<file path="src/rtl/regfile4x32.sv">
// Four-entry register file with two combinational read ports, write-back bypass,
// a per-register busy scoreboard for reservations, and a wrapping write counter.
module regfile4x32 #(
    parameter int DATA_W = 32
) (
    input  logic              clk,
    input  logic              reset_n,
    input  logic [1:0]        rd_reg1,
    input  logic [1:0]        rd_reg2,
    output logic [DATA_W-1:0] rd_data1,
    output logic [DATA_W-1:0] rd_data2,
    output logic              rd_busy1,
    output logic              rd_busy2,
    input  logic              wr_en,
    input  logic [1:0]        wr_reg,
    input  logic [DATA_W-1:0] wr_data,
    input  logic              rsv_en,
    input  logic [1:0]        rsv_reg,
    output logic [3:0]        busy,
    output logic              rsv_conflict,
    output logic [7:0]        wr_count
);

    logic [3:0][DATA_W-1:0] regs_q, regs_d;
    logic [3:0]             busy_q, busy_d;
    logic                   rsv_conflict_q, rsv_conflict_d;
    logic [7:0]             wr_count_q, wr_count_d;
    logic [3:0]             wr_dec, rsv_dec;

    function automatic logic [3:0] dec2to4(input logic en, input logic [1:0] sel);
        dec2to4 = 4'b0000;
        if (en) dec2to4[sel] = 1'b1;
    endfunction

    // A register being written this cycle is seen with its new value, even in reset.
    function automatic logic [DATA_W-1:0] read_port(
        input logic [1:0]             sel,
        input logic [3:0]             wdec,
        input logic [DATA_W-1:0]      wdata,
        input logic [3:0][DATA_W-1:0] regs
    );
        read_port = wdec[sel] ? wdata : regs[sel];
    endfunction

    always_comb begin
        wr_dec  = dec2to4(wr_en, wr_reg);
        rsv_dec = dec2to4(rsv_en, rsv_reg);
    end

    always_comb begin
        rd_data1 = read_port(rd_reg1, wr_dec, wr_data, regs_q);
        rd_data2 = read_port(rd_reg2, wr_dec, wr_data, regs_q);
        rd_busy1 = busy_q[rd_reg1] & ~wr_dec[rd_reg1];
        rd_busy2 = busy_q[rd_reg2] & ~wr_dec[rd_reg2];
    end

    // Reservation takes priority over write-back when both target the same register.
    always_comb begin
        regs_d = regs_q;
        busy_d = busy_q;
        for (int i = 0; i < 4; i++) begin
            if (wr_dec[i]) regs_d[i] = wr_data;
            if (rsv_dec[i]) begin
                busy_d[i] = 1'b1;
            end else if (wr_dec[i]) begin
                busy_d[i] = 1'b0;
            end
        end
        rsv_conflict_d = rsv_en & busy_q[rsv_reg] & ~wr_dec[rsv_reg];
        wr_count_d     = wr_en ? wr_count_q + 8'd1 : wr_count_q;
    end

    always_ff @(posedge clk or negedge reset_n) begin
        if (!reset_n) begin
            regs_q         <= '0;
            busy_q         <= 4'b0000;
            rsv_conflict_q <= 1'b0;
            wr_count_q     <= 8'd0;
        end else begin
            regs_q         <= regs_d;
            busy_q         <= busy_d;
            rsv_conflict_q <= rsv_conflict_d;
            wr_count_q     <= wr_count_d;
        end
    end

    assign busy         = busy_q;
    assign rsv_conflict = rsv_conflict_q;
    assign wr_count     = wr_count_q;

endmodule

</file>
<file path="config.mk">
export PLATFORM = sky130hd
export DESIGN_NAME = regfile4x32
export DESIGN_NICKNAME = d
export VERILOG_FILES = /design/src/rtl/regfile4x32.sv
export SDC_FILE = /design/constraint.sdc
export NUM_CORES = 1
export LEC_CHECK = 0
export CAP_MARGIN = 0
export CORE_MARGIN = 2
export CORE_UTILIZATION = 40
export CTS_CLUSTER_SIZE = 12
export DETAILED_ROUTE_END_ITERATION = 12
export PLACE_DENSITY = 0.6
export SYNTH_ARGS = -nofsm -noshare
export SYNTH_HDL_FRONTEND = slang
export SYNTH_SLANG_ARGS = --single-unit
export TNS_END_PERCENT = 1
</file>
<file path="constraint.sdc">
create_clock -name clk -period 4.6 [get_ports clk]
set_clock_uncertainty 0.15 [all_clocks]
set_input_delay 0.92 -clock clk [delete_from_list [all_inputs] [get_ports clk]]
set_output_delay 0.92 -clock clk [all_outputs]
set_load 0.02 [all_outputs]
</file>
* Word-level counts from Yosys, hierarchy flattened *
Index checks and enable logic that the tools add are counted.
W data, S select, Z words.

storage, ports and cells
  bits in registers = 141
  logic and storage cells = 62

cells by class
  bitwise operators = 7
  reduce and logical (&&, ||, !) cells = 6
  mux-type cells = 32
  magnitude comparators = 6
  $add $sub $neg = 1

operators by type and width
  cell                   count
  $bmux W32 S2           2
  $mux W32               4
  $mux W1                16
  $bmux W1 S2            6
  $lt A2 B3 Y1 const B   4
  $add A8 B1 Y8 const B  1
  $mux W4                2
  $reduce_bool A2 Y1     4
  $and A1 B1 Y1          4
  $demux W1 S2           2
  $ge A2 B1 Y1 const B   2
  $not A1 Y1             3
  $logic_and A1 B1 Y1    2

* Logic depth before layout (Yosys ltp) *
  depth in word-level cells = 9
  gate-level depth with buffers = 5
  mapped depth without buffers = 4

* Worst setup path before layout *
Ideal clock, no wire load.

  path kind = input-to-output
  start point = in rd_reg1[1]
  end point = out rd_data1[10]
  data arrival time = 2,045 ps
  stages = 4
  buffers on the path = 2
  data required time = 3,530 ps
  setup slack = 1,485 ps
  cell sequence = buf_2 -> clkbuf_1 -> mux4_2 -> mux2_4

between the ends
  longest elaborated chain between the ends = 3
  elaborated cells on any way between the ends = 5
  classes of those cells = mux: 5

ends and longest elaborated chain
  what                                                              line  source
  from (decl)                                                       8     input logic [1:0] rd_reg1,
  $bmux W32 S2 / $bmux W1 S2 (equally long branches)                42    read_port = wdec[sel] ? wdata : regs[sel];
  $mux W32 (not written as such) / $mux W1 (equally long branches)  42
  $mux W32 (*)                                                      42
  to (decl)                                                         10    output logic [DATA_W-1:0] rd_data1,

Mark *: on every way between the ends. The rest lies on a longest branch, timed or not. The select of a mux whose other input is x is not followed.

* Worst setup path after layout *
  start point = in wr_reg[0]
  end point = out rd_data1[31]

between the ends
  longest elaborated chain between the ends = 8
  elaborated cells on any way between the ends = 9
  classes of those cells = order compare: 2; mux: 6; reduce/logical: 1

ends and longest elaborated chain
  what                                                                       line  source
  from (decl)                                                                15    input logic [1:0] wr_reg,
  $lt A2 B3 Y1 (not written as such) / $ge A2 B1 Y1 (equally long branches)  32    if (en) dec2to4[sel] = 1'b1;
  $logic_and A1 B1 Y1 (not written as such)                                  32
  $mux W1 (not written as such)                                              32
  $demux W1 S2 (*)                                                           32
  $mux W4 (*)                                                                32
  $bmux W1 S2 (*)                                                            42
  $mux W1 (not written as such) (*)                                          42
  $mux W32 (*)                                                               42

Marked as above.

==> summary.txt <==
Status
  • Status: completed

Clocking
  • Clk sinks: 141
  • Clk_lat worst skew: 0.42 ns
  • Maximum root-to-sink buffer count: 2
  • Post-CTS setup buffers: 0
  • Hold Buf Count CTS: 0
  • TritonCTS Buffers: 17
  • Post-CTS sizing: 0
  • Clock root cell: clkbuf_16
  • CTS tree: yes
  • Clk slew on worst S/H paths: 0.06 ns
  • H-Tree Depth: 4

Pwr
  • Pwr dens: 455.5 nW/um^2
  • Maximum resistive drop on vdd: 0.2778 mV
  • Pleak: 4.261 nW

Detailed routing
  • Routed vias: 4823
  • Antenna-violating nets left: 0
  • Pre-antenna DRT Iters: 5
  • Routed wire per std cell: 21.40 um
  • 1st-iter DRT viols: 211
  • Via density: 5.389
  • WL final: 19.15 mm
  • DRC: 0

Synthesis
  • Yosys reg bits: 141
  • Mean Syn Cell Area: 16.74 sq um
  • Top FF cell, synth: dfrtp_1
  • Net Count, Synth: 528
  • Ys async rst share: 1.000
  • Cell Area, Synth: 8084 sq um
  • Syn Inst Count: 483
  • Warnings, synthesis: 0
  • Sequential fraction of the synthesis area: 0.4365
  • Post-synth cell types: 33
  • Number of synthesized flops with an enable pin: 0

Global route
  • Vias in the first global route: 5311
  • Initial antenna violation count: 2
  • Total gr overflow: 0
  • All-Layer GR Usage: 0.1866
  • Largest net degree at the start of global routing: 107
  • First-pass GRT wire length: 30.58 mm

Critical path
  • CP Cell Sequence: clkdlybuf4s50_1 > xnor2_1 > nand3_2 > buf_4 > mux2_2 > clkdlybuf4s50_1
  • Worst Setup Start Kind: primary input
  • Critical path class: in2out
  • Max incr delay on CP: 0.55 ns
  • Critical Path Fanout Max: 18
  • Crit path DAT: 2.96 ns
  • Endpoint class of the critical path: output port
  • CP required: 3.53 ns
  • Buffers & Inverters on Critical Path: 3
  • Crit path top cell by count: clkdlybuf4s50_1
  • CP max stage cell: clkdlybuf4s50_1
  • Delay-heaviest family, CP: buffers and inverters

Die
  • Num rows: 52
  • Initial Util: 0.4034
  • Die width: 146.2 um
  • Ports: 123
  • Die area: 21360 sq um
  • Core area: 20040 sq um
  • DIE HEIGHT: 146.2 um

Final layout
  • Fin nets: 656
  • Layout cells sized above 1: 0.4968
  • Filler cell count: 1761
  • Final std cell area, no fill: 10150 sq um
  • Final Util: 0.5067
  • Reg area: 3528 sq um
  • Final Non-Filler Cells: 895
  • Synthesis-to-finish area growth: 25.60%
  • Combined area of the multi-input logic cells: 4239 sq um

Timing
  • Sum of negative setup slack: 0 ns
  • RSZ-0062 raised after global routing: false
  • Rel. slew slack: 0.3047
  • Crit share post-route: 0.8769
  • Final Hold Fails: 0
  • Peak Freq: 0.2479 GHz
  • Crit path time final: 4.034 ns
  • Worst Max-Slew Pin Slew: 1.043 ns
  • Slew Viols, Final: 0
  • Final Setup Violations: 0

Placed design
  • Placer Congestion: 0.7424
  • Hpwl dp: 12.73 mm
  • PortBufs: 122
  • Dpl cells: 862
  • DP Area: 9553 sq um

Min path
  • Hold Path Class: reg2reg

Flow run
  • Max-Cap Viols: 0
## synthesized netlist by cell type (all sizes together), types with 2 or more instances
cell | count | area share
mux2 | 193 | 0.30
dfrtp | 141 | 0.44
mux4 | 67 | 0.19
buf | 30 | 0.035
clkbuf | 8 | 0.0046
xnor2 | 7 | 0.0076
nand2 | 6 | 0.0028
xor2 | 5 | 0.0054
nand3 | 3 | 0.0031
nand4 | 3 | 0.0023
a32o | 2 | 0.0025
and2 | 2 | 0.0015
inv | 2 | 0.00093
nand3b | 2 | 0.0019
nor2 | 2 | 0.00093
## cell type report
cell class	instances	area share
diodes	1	0.0002465
multi-input cells	302	0.4175
clock inverters	15	0.01701
inverters	2	0.0007394
well taps	270	0.03327
repair buffers	147	0.1418
clock buffers	17	0.04190
flip-flops and latches	141	0.3475
## power breakdown
part,switching [mW],total [mW],internal (mW)
combinational,0.619,1.55,0.931
sequential,0.187,1.68,1.49
clock,0.544,1.39,0.850
## registers in the layout, indices dropped and copies added (netlist names)
register      flops
rsv_conflict      1
regs_q          128
wr_count          8
busy              4
## cells by family (layout without fill, tap and decap cells)
logic type,count (synthesis),after routing,synth area share
simple gates,22,22,0.01687
buf+inv,40,181,0.04055
flops,141,141,0.4365
other cells,0,1,0
fa+ha+maj,1,1,0.001548
mux,260,260,0.4852
compound gates,7,7,0.006346
xor+xnor,12,12,0.01300
## final timing paths
kind	endpoint	from	cells past startpoint	slack [ns]
worst max-delay path	rd_data1[31]	wr_reg[0]	6	0.57
worst min-delay path	wr_count[7]$_DFFE_PN0P_	wr_count[7]$_DFFE_PN0P_	1	0.32
worst max register to register	rsv_conflict$_DFF_PN0_	busy[3]$_DFFE_PN0P_	3	3.29
worst min register to register	wr_count[7]$_DFFE_PN0P_	wr_count[7]$_DFFE_PN0P_	1	0.32
max in group asynchronous	regs_q[41]$_DFFE_PN0P_	reset_n	2	2.95
min in group asynchronous	wr_count[6]$_DFFE_PN0P_	reset_n	1	0.43
## metrics by stage
stage          power (mW)  setup WS (ns)  hold slack [ns]
2_1_floorplan       2.665          1.485           0.3212
3_3_place_gp        3.219         0.5776           0.3050
3_5_place_dp        3.272         0.5660           0.3098
4_1_cts             4.677         0.5489           0.3197
5_1_grt             4.849         0.4877           0.3490
6_report            4.625         0.5661           0.3151
## cell usage in the layout (no fill, tap or decap), types with 3 or more instances in the layout
cell	n
dfrtp_1	141
mux2_2	125
clkdlybuf4s50_1	117
mux4_2	61
mux2_4	58
buf_4	21
clkbuf_16	17
mux2_1	10
xnor2_1	7
mux4_1	6
nand2_1	6
xor2_1	5
clkinv_2	5
buf_2	4
buf_12	4
nand3_2	3
nand4_1	3
clkinv_4	3
clkinvlp_4	3
bufinv_16	3
## per-layer routing
metal,global-route usage,up-vias,share of wire
met1,0.2386,2561,0.43
met2,0.3189,100,0.51
met5,0,-,0.00068
met3,0.04438,15,0.042
met4,0.05243,2,0.011
li1,-,2145,-
(Power assumes the default switching activity.)
